**src/rtl/ram_trace_packetizer.sv**
```systemverilog
// Turns completed RAM-bus accesses into 6-byte framed trace packets for the FX2 EP6 slave FIFO.
// Events queue in a small FIFO; events arriving while it is full are dropped, counted and flagged.
module ram_trace_packetizer #(
    parameter int FIFO_DEPTH_LOG2 = 4,
    parameter int DROP_CTR_W      = 16
) (
    input  logic                  mclk,
    input  logic                  reset,
    input  logic                  ram_read_sync,
    input  logic                  ram_write_sync,
    input  logic [22:0]           ram_a_sync,
    input  logic [15:0]           ram_d_sync,
    input  logic                  usb_flagb,
    output logic [7:0]            usb_d,
    output logic                  usb_slwr,
    output logic                  overflow,
    output logic [DROP_CTR_W-1:0] drop_count,
    output logic [1:0]            dbg_state_o
);
    localparam int DEPTH = 1 << FIFO_DEPTH_LOG2;
    localparam int AW    = FIFO_DEPTH_LOG2;

    typedef enum logic [1:0] {S_IDLE, S_SETUP, S_STROBE, S_HOLD} state_t;

    state_t                state_q, state_d;
    logic                  prev_rd_q, prev_wr_q;
    logic [22:0]           prev_a_q;
    logic [15:0]           prev_d_q;
    logic [39:0]           mem_q [DEPTH];
    logic [AW:0]           wr_ptr_q, rd_ptr_q;
    logic [2:0]            idx_q, idx_d;
    logic [39:0]           pkt_q, pkt_d;
    logic [7:0]            usb_d_q, usb_d_d;
    logic                  slwr_q, slwr_d;
    logic                  pend_q, pend_d;
    logic                  ovf_q;
    logic [DROP_CTR_W-1:0] dc_q;

    logic        wr_evt, rd_evt, evt;
    logic [39:0] evt_entry, fifo_rd;
    logic        fifo_empty, fifo_full, push, drop, pop;
    logic [47:0] new_pkt;

    // An access completes on the falling strobe; a simultaneous write end wins over a read end.
    assign wr_evt    = prev_wr_q & ~ram_write_sync;
    assign rd_evt    = prev_rd_q & ~ram_read_sync;
    assign evt       = wr_evt | rd_evt;
    assign evt_entry = {wr_evt, prev_a_q, prev_d_q};

    assign fifo_empty = (wr_ptr_q == rd_ptr_q);
    assign fifo_full  = (wr_ptr_q[AW] != rd_ptr_q[AW]) &&
                        (wr_ptr_q[AW-1:0] == rd_ptr_q[AW-1:0]);
    assign push       = evt & ~fifo_full;
    assign drop       = evt & fifo_full;
    assign fifo_rd    = mem_q[rd_ptr_q[AW-1:0]];

    assign new_pkt = {1'b1, fifo_rd[39], pend_q, fifo_rd[38:34],
                      1'b0, fifo_rd[33:27],
                      1'b0, fifo_rd[26:20],
                      1'b0, fifo_rd[19:16], fifo_rd[15:13],
                      1'b0, fifo_rd[12:6],
                      1'b0, fifo_rd[5:0], 1'b0};

    // A drop coinciding with a pop keeps the flag for the following packet.
    assign pend_d = (pend_q & ~pop) | drop;

    always_comb begin
        state_d = state_q;
        idx_d   = idx_q;
        pkt_d   = pkt_q;
        usb_d_d = usb_d_q;
        pop     = 1'b0;
        case (state_q)
            S_IDLE: begin
                if (!fifo_empty) begin
                    pop     = 1'b1;
                    usb_d_d = new_pkt[47:40];
                    pkt_d   = new_pkt[39:0];
                    idx_d   = 3'd0;
                    state_d = S_SETUP;
                end
            end
            S_SETUP: begin
                if (usb_flagb) state_d = S_STROBE;
            end
            S_STROBE: state_d = S_HOLD;
            S_HOLD: begin
                if (idx_q == 3'd5) begin
                    state_d = S_IDLE;
                end else begin
                    idx_d   = idx_q + 3'd1;
                    usb_d_d = pkt_q[39:32];
                    pkt_d   = {pkt_q[31:0], 8'h00};
                    state_d = S_SETUP;
                end
            end
            default: state_d = S_IDLE;
        endcase
        slwr_d = (state_d != S_STROBE);
    end

    always_ff @(posedge mclk) begin
        if (push) mem_q[wr_ptr_q[AW-1:0]] <= evt_entry;
    end

    always_ff @(posedge mclk) begin
        if (reset) begin
            state_q   <= S_IDLE;
            prev_rd_q <= 1'b0;
            prev_wr_q <= 1'b0;
            prev_a_q  <= '0;
            prev_d_q  <= '0;
            wr_ptr_q  <= '0;
            rd_ptr_q  <= '0;
            idx_q     <= '0;
            pkt_q     <= '0;
            usb_d_q   <= '0;
            slwr_q    <= 1'b1;
            pend_q    <= 1'b0;
            ovf_q     <= 1'b0;
            dc_q      <= '0;
        end else begin
            state_q   <= state_d;
            prev_rd_q <= ram_read_sync;
            prev_wr_q <= ram_write_sync;
            prev_a_q  <= ram_a_sync;
            prev_d_q  <= ram_d_sync;
            if (push) wr_ptr_q <= wr_ptr_q + 1'b1;
            if (pop)  rd_ptr_q <= rd_ptr_q + 1'b1;
            idx_q     <= idx_d;
            pkt_q     <= pkt_d;
            usb_d_q   <= usb_d_d;
            slwr_q    <= slwr_d;
            pend_q    <= pend_d;
            ovf_q     <= drop;
            if (drop && (dc_q != '1)) dc_q <= dc_q + 1'b1;
        end
    end

    assign usb_d       = usb_d_q;
    assign usb_slwr    = slwr_q;
    assign overflow    = ovf_q;
    assign drop_count  = dc_q;
    assign dbg_state_o = state_q;
endmodule

```
**config.mk**
```make
export PLATFORM = sky130hd
export DESIGN_NAME = ram_trace_packetizer
export DESIGN_NICKNAME = d
export VERILOG_FILES = /design/src/rtl/ram_trace_packetizer.sv
export SDC_FILE = /design/constraint.sdc
export NUM_CORES = 1
export LEC_CHECK = 0
export CAP_MARGIN = 0
export CORE_UTILIZATION = 66
export DETAILED_ROUTE_END_ITERATION = 8
export PLACE_DENSITY = 0.86
export SYNTH_ARGS = -nofsm -noshare
export SYNTH_HDL_FRONTEND = slang
export SYNTH_SLANG_ARGS = --single-unit
```
**constraint.sdc**
```tcl
create_clock -name mclk -period 9.4 [get_ports mclk]
set_input_delay 1.88 -clock mclk [delete_from_list [all_inputs] [get_ports mclk]]
set_output_delay 1.88 -clock mclk [all_outputs]
set_load 0.01 [all_outputs]
```
==> results.yml <==
cells_and_area:
  register_area_um2: 21600
  layout_commonest_cell: "edfxtp_1"
  finalNonFillerCells: 2203
  syn_to_final_growth_pct: 12.6
  n_antenna_cell: 0
  post-route-util_pct: 76.1
  nFillCells: 2071
  multiInputGateArea_um2: 6600
  layout_common_cells: "640 x edfxtp_1, 160 x mux4_2, 119 x dfxtp_1"
  finalNetCount: 1618
  drive_gt1_share_pct: 19.3
placement:
  dp.cells: 2068
  place_congestion: 0.776
  hpwlAfterDp_um: 33500
  numPortBuffers: 71
sta:
  drv_slew: 0
  finalSetupTns_ns: 0
  finalHoldViolations: 0
  setup_violations: 0
  finalClockSkew_ns: 0.0300
  worst_pin_slew_ns: 1.30
  rsz0062_at_grt: "false"
  period_share_pct: 53.8
  timing.fmax_mhz: 198
  min_period_ns: 5.05
  relSlewSlack_pct: 13.6
route:
  wl_um: 66200
  wl_per_cell_um: 30.0
  antenna_left: 0
  first_pass_iters: 7
  num_vias: 15300
  via_per_inst: 6.95
  drt_iter0_drc: 2135
  drc: 0
clock_tree:
  clk_latency_ns: 0.60
  clockBufferDepth: 3
  cts_tree: "done"
  cts_setup_buffers: 0
  cts_resized: 0
  cts-root-buf: "clkbuf_16"
  clkSinkCount: 761
  cts_made_buffers: 73
  htree_levels: 3
  cts.reportedPaths.clkPinSlew_ns: 0.06
  cts_hold_buffers: 0
global_route:
  grt_use_met3_pct: 6.02
  met2_usage_pct: 49.7
  grt_pass1_vias: 15700
  grt.overflow.total: 0
  busiest_layer: "met2"
  grt_use_met1_pct: 41.4
  grt.total_usage_pct: 30.9
  antenna_found_initial: 0
  grt_pass1_wl_um: 98100
  grt_max_degree: 117
floorplanning:
  ioPinCount: 72
  placementRows: 75
  fp.dieH_um: 210
  fp.dieW_um: 210
  core_area_um2: 42300
  die_area_um2: 44200
  initial_core_util_pct: 67.7
power:
  leakagePower_nw: 10.2
  p_per_area_nw_per_um2: 244
  irDropWorstVdd_v: 0.000178
outcome:
  status: "complete, no violations"
yosys:
  ys_warn_count: 0
  synth_edf_count: 640
  avgSynthCellArea_um2: 19.2
  ys.flop_type: "edfxtp_1"
  synth-seq-cells: 761
  yosysSeqAreaShare_pct: 75.6
  synth_top_area_cell: "edfxtp_1"
  synth_top_cell_area_share_pct: 67.1
  ys_top_cells_by_area: "edfxtp_1 67%, mux4_2 13%, dfxtp_1 8.5%"
  syn-num-nets: 1543
  syn_area_um2: 28600
  postSynthCellCount: 1491
  synthArstFlopShare_pct: 0
  synth_cell_types: 49
setup_path:
  path_class: "primary input to flop"
  crit_required_ns: 9.65
  critPathCaptureType: "flop"
  startpoint_type: "primary input"
  crit_arrival_ns: 5.30
  cp_max_fo: 21
job:
  maxCapViolations: 0
hold_path:
  min_path_type: "flop to flop"
## sequential cells by signal, summed over array words and instances, names as in the netlist, 2 cells and up, named ones only
name	count
dbg_state_o	2
drop_count	16
idx_q	3
mem_q	640
pkt_q	34
prev_a_q	23
prev_d_q	16
rd_ptr_q	5
usb_d	8
wr_ptr_q	5
## critical path, stage by stage
cell and delay [ns]:
clkdlybuf4s50_1 0.42, nand2b_1 0.21, inv_1 0.39, a21oi_1 0.15, a21oi_1 0.85, and3_2 0.88
buf_4 0.48
## path summary, 6_finish.rpt
| kind | startpoint | to | slack, ns | cells after the start |
|---|---|---|---|---|
| hold reg to reg | usb_d[7] | usb_d[7] | 0.46 | 2 |
| setup / recovery | ram_write_sync | mem_q[14][18] | 4.35 | 7 |
| setup reg to reg | flop | pkt_q[28] | 5.67 | 6 |
| hold / removal | usb_d[7] | usb_d[7] | 0.46 | 2 |
## routing by layer
layer / up-vias / wire length, um
met5: - / 0
met4: 0 / 2960
met3: 216 / 7000
met2: 1175 / 32600
met1: 7708 / 23600
li1: 6201 / -
## layout make-up
type	count	share of cell area, %
Multi-Input combinational cell	630	20.5
Clock buffer	107	6.55
Tap cell	577	2.24
Inverter	9	0.105
Clock inverter	28	0.753
Sequential cell	761	67.2
Timing Repair Buffer	91	2.70
## power breakdown
part	switching, mW	total (mW)	leakage (nW)	internal, mW
registers	0.179	3.93	6.85	3.75
clock network	1.22	2.90	1.15	1.67
logic	0.548	1.05	2.17	0.501
## synthesized netlist by cell type (2+ instances only)
library cell	n
nor2b_1	52
inv_1	9
ha_1	8
nor2_1	63
nor4_1	3
and3_1	14
or3_1	4
a21oi_1	89
xor2_1	3
o31ai_1	3
xnor2_1	12
mux4_2	160
nand2b_1	5
buf_1	5
nand2_1	21
nand3_1	20
dfxtp_1	121
clkbuf_1	51
nand4_1	2
a22oi_1	80
mux2i_1	4
edfxtp_1	640
a21o_1	7
mux2_2	4
o21ai_0	7
nor3_1	7
and2_1	4
buf_4	9
or4_1	4
a211oi_1	35
a31oi_1	3
buf_2	25
## stage by stage
| step | worst slack (ns) | hold slack (ns) | cell area, um^2 | power, mW |
|---|---|---|---|---|
| CTS | 4.47 | 0.466 | 32200 | 7.89 |
| floorplan | 3.87 | 0.437 | 28600 | 4.71 |
| finish | 4.35 | 0.463 | 32200 | 7.88 |
| detailed placement | 3.99 | 0.455 | 29900 | 5.00 |
| global route | 4.23 | 0.481 | 32200 | 8.09 |
| global placement | 4.16 | 0.444 | 29900 | 4.94 |
## kinds of logic after synthesis
| kind of cell | Yosys count | share of synthesized area [%] |
|---|---|---|
| simple gates | 206 | 3.77 |
| xor+xnor | 15 | 0.459 |
| fa+ha+maj | 8 | 0.350 |
| mux | 169 | 12.9 |
| compound gates | 232 | 5.34 |
| buf+inv | 100 | 1.56 |
| flops | 761 | 75.6 |
(Power assumes the default switching activity.)
